$ cat src/rtl/regfile_banked_sb.sv
// Banked integer register file: two async read ports, execute (W) and load (L)
// write ports with size/sign extension, privilege-banked SP and load scoreboard.
module regfile_banked_sb #(
  parameter int WIDTH  = 32,
  parameter int COUNT  = 16,
  parameter int COUNTP = 4,
  parameter int SP_REG = 15,
  parameter int BYPASS = 1
) (
  input  logic              clk_i,
  input  logic              rst_i,
  input  logic              supervisor,
  input  logic [COUNTP-1:0] rd_addr1,
  input  logic [COUNTP-1:0] rd_addr2,
  output logic [WIDTH-1:0]  rd_data1,
  output logic [WIDTH-1:0]  rd_data2,
  output logic              rd_busy1,
  output logic              rd_busy2,
  input  logic [COUNTP-1:0] wr_addr,
  input  logic [WIDTH-1:0]  wr_data,
  input  logic [1:0]        wr_en,
  input  logic              wr_sext,
  input  logic [COUNTP-1:0] ld_addr,
  input  logic [WIDTH-1:0]  ld_data,
  input  logic [1:0]        ld_en,
  input  logic              ld_sext,
  input  logic              ld_super,
  input  logic              sb_set,
  input  logic [COUNTP-1:0] sb_addr
);

  localparam int SW = COUNTP + 1;
  typedef logic [SW-1:0] slot_t;
  // Physical slot COUNT holds the supervisor SP; slots below it are regs[addr].
  localparam slot_t SSP_SLOT = SW'(COUNT);

  function automatic slot_t slot_of(input logic bank, input logic [COUNTP-1:0] addr);
    if (bank && (addr == COUNTP'(SP_REG)))
      return SSP_SLOT;
    return {1'b0, addr};
  endfunction

  function automatic logic in_range(input logic [COUNTP-1:0] addr);
    return ({1'b0, addr} < SSP_SLOT);
  endfunction

  function automatic logic [WIDTH-1:0] extend(input logic [WIDTH-1:0] data,
                                              input logic [1:0] size,
                                              input logic sext);
    case (size)
      2'b01:   return {{(WIDTH-8){sext & data[7]}}, data[7:0]};
      2'b10:   return {{(WIDTH-16){sext & data[15]}}, data[15:0]};
      default: return data;
    endcase
  endfunction

  logic [WIDTH-1:0] mem [COUNT+1];
  logic [COUNT:0]   busy;

  slot_t            w_slot, l_slot, sb_slot;
  logic             w_act, l_act, sb_act;
  logic [WIDTH-1:0] w_val, l_val;

  always_comb begin
    w_slot  = slot_of(supervisor, wr_addr);
    l_slot  = slot_of(ld_super, ld_addr);
    sb_slot = slot_of(supervisor, sb_addr);
    w_act   = (wr_en != 2'b00) && in_range(wr_addr);
    l_act   = (ld_en != 2'b00) && in_range(ld_addr);
    sb_act  = sb_set && in_range(sb_addr);
    w_val   = extend(wr_data, wr_en, wr_sext);
    l_val   = extend(ld_data, ld_en, ld_sext);
  end

  // W is applied after L so it wins a same-slot collision; set after clear so
  // a back-to-back load keeps the register busy.
  always_ff @(posedge clk_i or posedge rst_i) begin
    if (rst_i) begin
      for (int unsigned i = 0; i <= COUNT; i++)
        mem[i] <= '0;
      busy <= '0;
    end else begin
      if (l_act)
        mem[l_slot] <= l_val;
      if (w_act)
        mem[w_slot] <= w_val;
      if (l_act)
        busy[l_slot] <= 1'b0;
      if (sb_act)
        busy[sb_slot] <= 1'b1;
    end
  end

  logic [COUNTP-1:0] ra [2];
  slot_t             rs [2];
  logic [WIDTH-1:0]  rd [2];
  logic              rb [2];

  assign ra[0] = rd_addr1;
  assign ra[1] = rd_addr2;

  always_comb begin
    for (int unsigned p = 0; p < 2; p++) begin
      rs[p] = slot_of(supervisor, ra[p]);
      rd[p] = '0;
      rb[p] = 1'b0;
      if (in_range(ra[p])) begin
        rd[p] = mem[rs[p]];
        rb[p] = busy[rs[p]];
        if (BYPASS != 0) begin
          if (w_act && (w_slot == rs[p]))
            rd[p] = w_val;
          else if (l_act && (l_slot == rs[p]))
            rd[p] = l_val;
          if (l_act && (l_slot == rs[p]))
            rb[p] = 1'b0;
        end
      end
    end
  end

  assign rd_data1 = rd[0];
  assign rd_data2 = rd[1];
  assign rd_busy1 = rb[0];
  assign rd_busy2 = rb[1];

endmodule

$ cat config.mk
export PLATFORM = sky130hd
export DESIGN_NAME = regfile_banked_sb
export DESIGN_NICKNAME = d
export VERILOG_FILES = /design/src/rtl/regfile_banked_sb.sv
export SDC_FILE = /design/constraint.sdc
export NUM_CORES = 2
export LEC_CHECK = 0
export CAP_MARGIN = 20
export CELL_PAD_IN_SITES_DETAIL_PLACEMENT = 1
export CELL_PAD_IN_SITES_GLOBAL_PLACEMENT = 2
export CORE_MARGIN = 3
export CORE_UTILIZATION = 35
export DETAILED_ROUTE_END_ITERATION = 16
export PLACE_DENSITY_LB_ADDON = 0.05
export SETUP_SLACK_MARGIN = 0.05
export SYNTH_ARGS = -nofsm -noshare
export SYNTH_HDL_FRONTEND = slang
export SYNTH_SLANG_ARGS = --single-unit
$ cat constraint.sdc
create_clock -name clk_i -period 30.1 [get_ports clk_i]
set_clock_uncertainty 0.1 [all_clocks]
set_input_delay 4.515 -clock clk_i [delete_from_list [all_inputs] [get_ports clk_i]]
set_output_delay 4.515 -clock clk_i [all_outputs]
set_load 0.005 [all_outputs]
### Word-level counts from Yosys, hierarchy flattened

Index checks and enable logic that the tools add are counted.
W data, S select, Z words.

* bitwise operators: 11
* magnitude comparators: 12
* equal/unequal tests: 13
* mux-type cells: 47
* reduce and logical (&&, ||, !) cells: 15

Operators by type and width (number)
* $bwmux W544: 2
* $mux W544: 2
* $bmux W32 S5: 2
* $demux W32 S5: 2
* $mux W32: 10
* $pmux W32 S2: 2
* $mux W5: 10
* $mux W17: 2
* $ge A6 B6 Y1 const B: 4
* $lt A5 B6 Y1 const B: 4
* $not A5 Y6: 4
* $eq A4 B4 Y1 const B: 5
* $eq A5 B5 Y1: 4
* $and A17 B17 Y17: 1
* $not A17 Y17: 1
* $or A17 B17 Y17: 1
* $logic_and A1 B1 Y1: 13
* $lt A6 B1 Y1 const B: 2
* $mux W1: 11
* $bmux W1 S5: 2
* $demux W1 S5: 2
* $ge A5 B1 Y1 const B: 2
* $and A1 B1 Y1: 4
* $eq A2 B1 Y1 const B: 2
* other kinds (2): 4

* word-level logic and storage cells: 116
* bits in registers: 561
* input port bits: 95

### Logic depth before layout (Yosys ltp)

* depth after elaboration: 13
* depth in mapped cells: 11

### Worst setup path before layout

OpenSTA, ideal clock, no wires.

* path type: input port to output port
* start: input rd_addr1[1]
* end: output rd_data1[13]
* data arrival time: 6.372 ns
* setup slack: 19.113 ns
* stages: 9
* data required time: 25.485 ns
* cell sequence: buf_2 buf_4 buf_2 buf_2 mux4_2 a32oi_1 o21ai_0 o211ai_1 a22oi_1

* longest elaborated chain between the ends: 10

RTL lines
* from (decl): RTL line 13 `input logic [COUNTP-1:0] rd_addr1,`
* $eq A4 B4 Y1: RTL line 38 `if (bank && (addr == COUNTP'(SP_REG)))`
* $logic_and A1 B1 Y1: RTL line 38
* $mux W1: RTL line 38
* $mux W5 *: RTL line 40 `return {1'b0, addr};`
* $not A5 Y6 (not written as such): RTL line 108 `rd[p] = mem[rs[p]];`
* $bmux W32 S5: RTL line 108
* $mux W32 (not written as such) (2 in a row): RTL line 108
* $mux W32: RTL line 113 `else if (l_act && (l_slot == rs[p]))`
* $mux W32 *: RTL line 111 `if (w_act && (w_slot == rs[p]))`
* to (decl): RTL line 15 `output logic [WIDTH-1:0] rd_data1,`

Mark *: on every way between the ends. The rest lies on a longest branch, timed or not. The select of a mux whose other input is x is not followed.

### Worst setup path in the final report

* start: input supervisor
* end: output rd_data2[7]

* longest elaborated chain between the ends: 9

RTL lines
* from (decl): RTL line 12 `input logic supervisor,`
* $logic_and A1 B1 Y1: RTL line 38
* $mux W1: RTL line 38
* $mux W5: RTL line 40
* $not A5 Y6 (not written as such): RTL line 108
* $bmux W32 S5: RTL line 108
* $mux W32 (not written as such) (2 in a row): RTL line 108
* $mux W32: RTL line 113
* $mux W32 *: RTL line 111
* to (decl): RTL line 16 `output logic [WIDTH-1:0] rd_data2,`

Marks and branches as above.

==> run metrics <==
max_cap viols=0; Root Buffer=clkbuf_16; area leader, netlist=dfrtp_1; share of cells above drive strength 1=0.113; flops & latches, synth=561; placed wire-length estimate=110000 um; DRT antenna net count=0; worst path arrival time=~9.8 ns; H-Tree Depth=3; crit path max fanout=36; Syn Inst Count=4434; Die Y=333 um; pin count of the biggest net entering global routing=139; Slowest cell on crit path=nand2_2; post-synthesis sequential area ratio=0.375; Iteration-0 DRC Markers=3884; endpoint type of the worst setup path=primary output; worst-skew pair later-pin latency=0.65 ns; Core Rows=119; unrepaired setup endpoints after global routing=false; top cell type's share of synthesized area=0.375; Hold/Removal Path Class=register to register; final setup vio count=0; nets=about 4400; vias per cell=around 6.5; min Tclk post-route=14.42 ns; cell family with most CP delay=buffers and inverters; dominant synthesized flop cell=dfrtp_1; Worst-path clk slew=0.05 ns; first-pass GRT wire length=277000 um; Final GP Congestion=0.836; Post-synth EDFFs=0; Final Util=0.402; Post-CTS Repair Setup Buffers=0; routed len/inst=33.6 um; Yosys warning count=0; area growth from synthesis to layout=13.6%; GR Overflow Total=0; I/O Pins=around 160; Tot GR Track Use=0.340; status=finished, final reports clean; hold_buf cts=0; vias=37302; drt drc=0; clk sinks=561; Core ar.=106000 sq um; Die ar.=111000 sq um; Routed Wire Length=around 190000 um; Final Hold Fails=0; CP Launch Type=input pin; Final Worst Setup Slack=15.68 ns; Synth cell types=74; ys async rst share=1.00; vias in the first global route=36860; Sum Neg Setup Slack=0 ns; FMAX=between 0.06 and 0.07 GHz; WP data required=between 20 and 30 ns; TritonCTS clock tree=built; mapped cell area=37400 sq um; worst vdd ir=36.2 uV; top cells by area, synth=dfrtp_1 (37%), o211ai_1 (9.7%), o21ai_0 (8.6%); pwr dens=~67 nW/um^2; pre-CTS worst setup slack=15.71 ns; pins over their slew limit=0; Starting Density=0.354; relative slew slack=0.232; Worst Path Buf+Inv=5; Clock Tree Buf Depth=3; post-synth net total=4535; initial antenna violation count=9; die width=around 330 um; leakage=0.0160 uW; fin crit share=0.479; syn_area_per_cell=8.44 sq um; Num CTS Buffers=75; drt pass-1 iters=6; Worst Tran Pin Value=1.15 ns; most frequent CP cell=buf_4; worst path cell trace=clkdlybuf4s50_1 -> buf_4 -> nand3_2 -> buf_4 -> or2_2 -> buf_4 -> nand2_1 -> o31ai_1 -> nand2_2 -> o221ai_1 -> a31oi_1 -> clkdlybuf4s50_1; kind of critical path=input pin to primary output; Buffers on Ports=160; crit-path max cell delay=0.79 ns; Hold WS=roughly 0.41 ns; post_cts resized=0
worst paths after layout:
kind,endpoint,slack (ns),cells after the start,start
setup / recovery,rd_data2[7],15.68,12,supervisor
hold / removal,busy[10],0.41,2,busy[10]
setup reg to reg,mem[102],29.06,4,mem[102]
hold reg to reg,busy[10],0.41,2,busy[10]
max in group asynchronous,mem[453],23.29,4,rst_i
min in group asynchronous,mem[274],4.28,2,rst_i
where the power goes:
part           internal, uW  total (uW)  switching [uW]
registers               948        1110             163
logic                   389         852             463
clock network           529         901             373
total                  1870        2860             999
cells by family (layout without fill, tap and decap cells):
kind of cell	after synthesis	count (layout)	synth area share
xor+xnor	6	6	0.00140
buf+inv	597	487	0.0638
fa+ha+maj	6	6	0.00200
compound gates	1853	1853	0.318
mux	287	287	0.113
flops	561	561	0.375
simple gates	1124	1124	0.127
other cells	0	3	0
cell usage after synthesis, types with 31 or more instances:
master	count
a22oi_1	55
dfrtp_1	561
a211oi_1	32
nor3_1	31
a21oi_1	249
nand2_1	669
o21ai_0	640
mux2i_1	120
nor2b_1	107
buf_1	56
clkbuf_1	365
mux2_2	65
buf_2	80
a31oi_1	117
mux4_2	101
o211ai_1	483
nor2_1	242
o221ai_1	40
inv_1	80
state kept, by name (all words and copies together) (netlist names):
name and cells:
mem 544, busy 17
per-stage QoR:
| stage | power (uW) | std cells | cell area [sq um] |
|---|---|---|---|
| CTS | 2870 | 5711 | 42500 |
| detailed placement | 1960 | 5585 | 40100 |
| global placement | 1940 | 5585 | 40100 |
| finish | 2860 | 5718 | 42500 |
| global route | 3010 | 5715 | 42500 |
| floorplan | 1610 | 4434 | 37400 |
per-layer routing:
layer	track usage	wire length [um]	up-vias
li1	-	-	16093
met1	0.477	86100	19354
met2	0.530	85500	1552
met3	0.0630	14400	299
met4	0.107	6370	4
met5	0	34	-
worst register-to-register path, stage by stage, from the launching register on:
cell	delay (ns)
dfrtp_1	0.39
inv_1	0.09
nor2_1	0.05
a21oi_1	0.15
a21oi_1	0.08
placed cells by master (no fill, tap or decap), types with 65 or more instances in the layout:
master	instances
nor2b_1	106
a21oi_1	228
mux2i_1	120
mux4_2	101
nand2_1	653
nor2_1	230
o21ai_0	640
dfrtp_1	561
buf_4	112
clkbuf_16	77
mux2_2	65
a31oi_1	117
inv_1	78
o211ai_1	483
clkdlybuf4s50_1	152
area by class of cell:
class	count	area, sq um
fillers	12218	63200
well taps	1391	1740
flip-flops and latches	561	14000
multi-input cells	3276	21500
clock buffers	112	2210
inverters	83	320
diodes	3	7.51
repair buffers	278	2600
clock inverters	14	155
(Power assumes the default switching activity.)
